$ cat src/rtl/draw_column_slice_pkg.sv
// rtl/draw_column_slice_pkg.sv - shared screen geometry, colours and state encoding
package draw_column_slice_pkg;

  localparam int SCREEN_W_DEF = 160;
  localparam int SCREEN_H_DEF = 120;
  localparam int X_W          = 8;
  localparam int Y_W          = 7;
  localparam int COLOUR_W     = 3;

  localparam logic [COLOUR_W-1:0] CEIL_COLOUR  = 3'b001;
  localparam logic [COLOUR_W-1:0] WALL_COLOUR  = 3'b100;
  localparam logic [COLOUR_W-1:0] FLOOR_COLOUR = 3'b010;
  localparam logic [COLOUR_W-1:0] SHADE_COLOUR = 3'b110;

  typedef enum logic [1:0] {
    ST_IDLE = 2'd0,
    ST_LOAD = 2'd1,
    ST_DRAW = 2'd2,
    ST_DONE = 2'd3
  } state_t;

endpackage

$ cat src/rtl/draw_column_slice_slice_bounds.sv
// rtl/draw_column_slice_slice_bounds.sv - clamp slice height and centre it vertically
// Purely combinational; also reused by the texture stage.
module slice_bounds
  import draw_column_slice_pkg::*;
#(
  parameter int SCREEN_H = SCREEN_H_DEF
) (
  input  logic [Y_W-1:0] slice_size_i,
  output logic [Y_W-1:0] h_o,
  output logic [Y_W-1:0] top_o,
  output logic [Y_W-1:0] bot_o
);

  localparam logic [Y_W-1:0] H_MAX = Y_W'(SCREEN_H);

  always_comb begin
    h_o   = (slice_size_i > H_MAX) ? H_MAX : slice_size_i;
    // Odd remainder truncates here, so the spare row lands below the wall.
    top_o = (H_MAX - h_o) >> 1;
    bot_o = top_o + h_o;
  end

endmodule

$ cat src/rtl/draw_column_slice.sv
// rtl/draw_column_slice.sv - streams one raycast column (ceiling/wall/floor) to the VGA adapter
// Optional SHADE_SIDE_EN: vertical-wall hits draw the wall in SHADE_COLOUR.
module draw_column_slice
  import draw_column_slice_pkg::*;
#(
  parameter int SCREEN_W = SCREEN_W_DEF,
  parameter int SCREEN_H = SCREEN_H_DEF
) (
  input  logic                clock,
  input  logic                reset,
  input  logic                start,
  input  logic [Y_W-1:0]      slice_size,
  input  logic [X_W-1:0]      column_x,
  input  logic                side_vert,
  output logic                busy,
  output logic                done,
  output logic [X_W-1:0]      x_out,
  output logic [Y_W-1:0]      y_out,
  output logic [COLOUR_W-1:0] colour,
  output logic                plot
);

  state_t                state_q, state_d;
  logic [Y_W-1:0]        row_q, row_d;
  logic [X_W-1:0]        col_q;
  logic                  col_ok_q;
  logic [Y_W-1:0]        top_q, bot_q;
  logic [Y_W-1:0]        h_c, top_c, bot_c;
  logic                  accept, drawing_d;
  logic [COLOUR_W-1:0]   wall_c, colour_d;
  logic                  busy_q, done_q, plot_q;
  logic [X_W-1:0]        x_q;
  logic [Y_W-1:0]        y_q;
  logic [COLOUR_W-1:0]   colour_q;

  slice_bounds #(.SCREEN_H(SCREEN_H)) u_bounds (
    .slice_size_i (slice_size),
    .h_o          (h_c),
    .top_o        (top_c),
    .bot_o        (bot_c)
  );

`ifdef SHADE_SIDE_EN
  logic side_q;
  always_ff @(posedge clock) begin
    if (reset)       side_q <= 1'b0;
    else if (accept) side_q <= side_vert;
  end
  assign wall_c = side_q ? SHADE_COLOUR : WALL_COLOUR;
`else
  logic unused_side_vert;
  assign unused_side_vert = side_vert;
  assign wall_c = WALL_COLOUR;
`endif

  always_comb begin
    state_d = state_q;
    row_d   = row_q;
    accept  = 1'b0;
    case (state_q)
      ST_IDLE: if (start) begin
        state_d = ST_LOAD;
        accept  = 1'b1;
      end
      ST_LOAD: begin
        state_d = ST_DRAW;
        row_d   = '0;
      end
      ST_DRAW: begin
        row_d = row_q + 7'd1;
        if (row_q == Y_W'(SCREEN_H - 1)) state_d = ST_DONE;
      end
      ST_DONE: state_d = ST_IDLE;
      default: state_d = ST_IDLE;
    endcase
  end

  // Pixel outputs are computed from next-state values so they register in step with the row.
  always_comb begin
    drawing_d = (state_d == ST_DRAW);
    if (row_d < top_q)      colour_d = CEIL_COLOUR;
    else if (row_d < bot_q) colour_d = wall_c;
    else                    colour_d = FLOOR_COLOUR;
  end

  always_ff @(posedge clock) begin
    if (reset) begin
      state_q  <= ST_IDLE;
      row_q    <= '0;
      col_q    <= '0;
      col_ok_q <= 1'b0;
      top_q    <= '0;
      bot_q    <= '0;
      busy_q   <= 1'b0;
      done_q   <= 1'b0;
      plot_q   <= 1'b0;
      x_q      <= '0;
      y_q      <= '0;
      colour_q <= '0;
    end else begin
      state_q <= state_d;
      row_q   <= row_d;
      if (accept) begin
        col_q    <= column_x;
        col_ok_q <= (column_x < X_W'(SCREEN_W));
        top_q    <= top_c;
        bot_q    <= bot_c;
      end
      busy_q   <= (state_d != ST_IDLE);
      done_q   <= (state_d == ST_DONE);
      plot_q   <= drawing_d && col_ok_q;
      x_q      <= drawing_d ? col_q : '0;
      y_q      <= drawing_d ? row_d : '0;
      colour_q <= drawing_d ? colour_d : '0;
    end
  end

  assign busy   = busy_q;
  assign done   = done_q;
  assign plot   = plot_q;
  assign x_out  = x_q;
  assign y_out  = y_q;
  assign colour = colour_q;

endmodule

$ cat config.mk
export PLATFORM = sky130hd
export DESIGN_NAME = draw_column_slice
export DESIGN_NICKNAME = d
export VERILOG_FILES = /design/src/rtl/draw_column_slice_pkg.sv /design/src/rtl/draw_column_slice_slice_bounds.sv /design/src/rtl/draw_column_slice.sv
export SDC_FILE = /design/constraint.sdc
export NUM_CORES = 1
export LEC_CHECK = 0
export ABC_AREA = 1
export CAP_MARGIN = 20
export CORE_ASPECT_RATIO = 1.4
export CORE_MARGIN = 2
export CORE_UTILIZATION = 58
export DETAILED_ROUTE_END_ITERATION = 10
export GPL_TIMING_DRIVEN = 1
export MAX_ROUTING_LAYER = met4
export PLACE_DENSITY = 0.85
export SETUP_SLACK_MARGIN = 0.05
export SLEW_MARGIN = 15
export SYNTH_ARGS = -nofsm -noshare
export SYNTH_HDL_FRONTEND = slang
export SYNTH_HIERARCHICAL = 1
export SYNTH_SLANG_ARGS = --single-unit
$ cat constraint.sdc
create_clock -name clock -period 3.9 [get_ports clock]
set_input_delay 0.78 -clock clock [delete_from_list [all_inputs] [get_ports clock]]
set_output_delay 0.78 -clock clock [all_outputs]
set_load 0.03 [all_outputs]
; ---- Word-level counts from Yosys, hierarchy flattened
; Index checks and enable logic that the tools add are counted.
[word_totals]
reg_bits = 52
input_bits = 19
elab_cells = 41
[classes]
n_addsub = 3
order_cmp = 4
n_eq_ne = 6
mux = 9
n_bitwise = 1
n_reduce_logical = 5
[ops]
columns = op, count
row1 = $pmux 7 s2, 1
row2 = $eq 2x2->1 const B, 4
row3 = $lt 8x8->1 const B, 1
row4 = $pmux 2 s4, 1
row5 = $add 6x7->7, 1
row6 = $add 7x1->7 const B, 1
row7 = $eq 7x7->1 const B, 1
row8 = $gt 7x7->1 const B, 1
row9 = $lt 7x6->1, 1
row10 = $lt 7x7->1, 1
row11 = $mux 7, 1
row12 = $sub 7x7->7 const A, 1
row13 = $mux 2, 2
row14 = $mux 1, 3
row15 = $mux 3, 1
row16 = $reduce_or 3->1, 1
row17 = $eq 2x1->1 const B, 1
row18 = $logic_not 2->1, 1
row19 = $reduce_bool 2->1, 1
row20 = $reduce_or 2->1, 1
row21 = $logic_and 1x1->1, 1
row22 = $not 1->1, 1

; ---- Logic depth before layout (Yosys ltp)
[logic_depth]
depth_word = 6
ltp_mapped = 21

; ---- Cells and area by module
; Netlist, hierarchy kept.
[modules_own_cells]
columns = module, n_inst, cells_per_inst, area_each_um2, seq_area_each_um2
row1 = draw_column_slice, 1, 272, 2268.4, 1061.0
row2 = slice_bounds, 1, 83, 454.2, 0.0

; ---- Least setup slack after synthesis
; OpenSTA, ideal clock, no wires.
[synth_path]
path_type = in2reg
startpoint = input slice_size[5]
endpoint = register bot_q[6]
setup_ps = 128
arrival_ps = 2728
required_time_ps = 3772
path_slack_ps = 1044
stages = 18
path_buffers = 1
path_cell_list = buf_4 nand3_1 inv_1 nor2_1 inv_1 ha_1 nand2_1 nand2_1 xor2_1 ha_1 a21oi_1 nand2_2 nand2_1 nand2_1 nand2_1 nand2_1 o21ai_0 a21oi_1
[synth_between]
elab_chain_len = 4
[synth_lines]
columns = element, line_no
row1 = from (decl), draw_column_slice.sv:12  ; input logic [Y_W-1:0] slice_size,
row2 = $gt 7x7->1, draw_column_slice_slice_bounds.sv:17  ; h_o = (slice_size_i > H_MAX) ? H_MAX : slice_size_i;
row3 = $mux 7, draw_column_slice_slice_bounds.sv:17
row4 = named net h_c[0], draw_column_slice.sv:28  ; logic [Y_W-1:0] h_c, top_c, bot_c;
row5 = $sub 7x7->7, draw_column_slice_slice_bounds.sv:19  ; top_o = (H_MAX - h_o) >> 1;
row6 = named net top_c[3], draw_column_slice.sv:28
row7 = $add 6x7->7, draw_column_slice_slice_bounds.sv:20  ; bot_o = top_o + h_o;
row8 = named net bot_c[6], draw_column_slice.sv:28
row9 = to (signal assigned), draw_column_slice.sv:107  ; bot_q <= bot_c;
row10 = to (decl), draw_column_slice.sv:27  ; logic [Y_W-1:0] top_q, bot_q;
; The timed path passes the listed nets, and every way through them passes these cells.
; A chain may end at the register's enable or synchronous reset.

; ---- Final worst setup path
[layout_path]
startpoint = input slice_size[3]
endpoint = register bot_q[5]
; The elaborated chain is that of the path after synthesis.

==> parameters.txt <==
Parameter                              Value

STA
  Setup Viol. Count Final ... 0
  Final clock skew ... between 0.01 and 0.015 ns
  Unrepaired setup endpoints after global routing ... false
  Final count of pins violating max slew ... 0
  Final Hold Viols ... 0
  Worst path setup slack after routing ... ~0.65 ns
  Accumulated negative setup slack ... 0 ns
  Fin crit share ... 0.8331
  Maximum achievable frequency ... between 300 and 400 MHz
  Tightest Pin Transition ... roughly 0.65 ns
  Minimum clock period after layout ... between 3 and 4 ns
  Worst slew margin relative to its limit ... 0.5638

Hold path
  Worst min-delay path category ... flip-flop to flip-flop
  Worst min-delay path endpoint ... x_out[7]$_SDFF_PP0_
  Worst hold start ... col_q[7]$_SDFFE_PP0P_
  Depth of the worst hold-timing path ... 2

Finish
  Fillcell total ... ~400
  Final Instance Count excl. Fillers ... roughly 450
  Antenna diode instance count ... 0
  Post-layout utilization of the core ... 0.7066
  Commonest non-fill, non-tap cell in the layout ... inv_1
  Leading cell types in the layout, fill and taps excluded ... inv_1 (58), dfxtp_1 (53), nand2_1 (51)
  # nets final ... around 430
  Area growth, synth to finish ... 17.75%
  Share of final-layout standard cells stronger than drive strength 1 ... 0.1166

Critical path
  Peak fanout along the critical path ... 5
  End of the worst register-to-register path ... colour[1]$_SDFF_PP0_
  Kind of end point of the critical path ... flip-flop
  Cells on worst reg2reg path ... 16
  Worst endpoint required time ... a little over 4 ns
  Register-to-register path setup slack ... around 1.4 ns
  Worst setup path class ... input port to flip-flop
  Arrival time of data at the critical path endpoint ... between 3 and 4 ns
  Crit Reg-Reg Startpoint ... state_q[0]$_SDFF_PP0_
  Startpoint type of the worst setup path ... input port

Power
  Peak supply drop ... about 230 µV
  Pwr/cell area ... 380.3 nW/µm²
  Logic pwr share ... 0.259
  Internal ... 0.8242 mW
  Net switching power figure ... approximately 0.38 mW
  Pleak ... 1.458 nW
  Fraction of power consumed by the clock network ... 0.245
  Switching fraction of total power ... 0.3184
  Seq pwr share ... 0.496

Detailed routing
  Avg Vias per Cell ... 4.955
  DRT Wirelength ... 4.749 mm
  Met1 WL ... around 1.9 mm
  Total length of routed met3 wires ... between 90 and 100 µm
  Top routing layer used ... met4
  Antenna-violating nets left ... 0
  Detailed router's first-iteration violation count ... 57
  Via count ... approximately 2200
  Routed wire length per instance ... between 10 and 15 µm
  WL met2 ... 2.609 mm
  Detailed-router iteration count before antenna repair ... 4
  Final routed DRC violation total ... 0

Clock network
  Setup repair bufs after CTS ... 0
  Clock buffer depth ... 2
  Clock latency at the later pin of the worst-skew pair ... 0.30 ns
  Master cell of the clock root buffer ... clkbuf_8
  Clock sink count ... 53
  Number of buffers inserted during clock tree synthesis ... 5
  Clock slew at reported path FFs ... 0.09 ns
  Post-cts sizing count ... 0
  CTS tree ... done
  Number of buffers added to fix hold violations after cts ... 0
  H-tree Lvls ... 2

Floorplan
  Die Y-Extent ... between 80 and 90 µm
  Core box area ... between 4000 and 5000 µm²
  Core Rows ... 29
  Die Area ... roughly 5200 µm²
  Count of boundary I/O pins ... 40
  Die boundary width ... ~62 µm
  Initial core utilization ... 0.6001

Synthesis
  Mean cell area of the mapped netlist ... between 7 and 8 µm²
  Count of warnings emitted by yosys ... 6
  Synthesized cell area ... 2700 µm²
  Syn nets ... slightly below 400
  Synth Instances ... roughly 350

Run
  Max capacitance violation total ... 0

Placed design
  Number of placed instances, taps included ... 440
  Gpl congestion ... approximately 0.9
  Worst slack at placement ... 0.3300 ns
  Half-perimeter wire length of the detailed placement result ... roughly 3.7 mm
  Quantity of I/O buffers inserted on ports ... 38

Global routing
  Global route overflow ... 0
  Total routing usage reported by global routing ... 0.2167
  Number of antenna violations at the first check in global routing ... 0
  Vias in the first global route ... 2172
  Wire length of the first global-routing pass ... a little under 9 mm
  Largest net degree at the start of global routing ... 24

Status
  Run status ... complete, no violations
==> registers in the layout (all words and copies together), names as in the netlist <==
| register | count |
|---|---|
| plot | 1 |
| col_q | 8 |
| bot_q | 7 |
| done | 1 |
| x_out | 8 |
| top_q | 7 |
| col_ok_q | 1 |
| row_q | 7 |
| colour | 3 |
| state_q | 2 |
| busy | 1 |
| y_out | 7 |
==> power groups by stage <==
| stage | combinational [mW] | sequential, mW | clock [mW] |
|---|---|---|---|
| finish | 0.313 | 0.600 | 0.296 |
| global route | 0.355 | 0.604 | 0.324 |
| CTS | 0.316 | 0.600 | 0.302 |
| detailed placement | 0.313 | 0.612 | 0 |
| global placement | 0.301 | 0.610 | 0 |
| floorplan | 0.220 | 0.628 | 0 |
==> final cells by class <==
cell class | instances | area [µm²] | share of cell area
clock buffers | 6 | 72.57 | 0.02283
clock inverters | 2 | 13.76 | 0.004329
inverters | 66 | 250.2 | 0.07871
multi-input cells | 220 | 1316 | 0.4140
flip-flops and latches | 53 | 1061 | 0.3337
well taps | 62 | 77.57 | 0.02440
repair buffers | 39 | 387.9 | 0.1220
==> worst max-delay path, cell delays in order <==
cell and delay [ns]:
clkdlybuf4s50_1 0.50, nand2_2 0.11, inv_1 0.05, nand3_1 0.12, inv_1 0.06, nor2_1 0.13
inv_1 0.07, ha_1 0.22, nand2_1 0.10, nand2_1 0.07, xor2_1 0.16, ha_1 0.33
a21oi_1 0.20, nand2_2 0.10, nand2_1 0.09, nand2_1 0.05, nand2_1 0.05, nand2_1 0.04
o21ai_0 0.15, a21oi_1 0.05
==> routing by layer <==
metal | vias up | global-route usage
met5 | - | -
li1 | 1151 | -
met1 | 1022 | 0.2206
met4 | 0 | 0.09865
met2 | 34 | 0.3876
met3 | 13 | 0.02928
==> worst max path at each step <==
stage | startpoint | endpoint | slack [ns]
after floorplan | slice_size[5] | bot_q[6]$_SDFFE_PP0P_ | 1.05
after global placement | slice_size[4] | bot_q[6]$_SDFFE_PP0P_ | 0.39
after detailed placement | slice_size[4] | bot_q[6]$_SDFFE_PP0P_ | 0.33
after CTS | slice_size[4] | bot_q[5]$_SDFFE_PP0P_ | 0.64
after global routing | slice_size[3] | bot_q[6]$_SDFFE_PP0P_ | 0.33
final | slice_size[3] | bot_q[5]$_SDFFE_PP0P_ | 0.65
==> through the flow <==
stage                     power (mW)  hold WS (ns)  cell area [µm²]
final                          1.209        0.4322             3179
after global routing           1.283        0.4476             3179
after CTS                      1.217        0.4325             3179
after detailed placement      0.9250        0.4184             3093
after global placement        0.9115        0.4171             3093
after floorplan               0.8487        0.4084             2700
No activity file was read; power rests on OpenSTA's default activity.
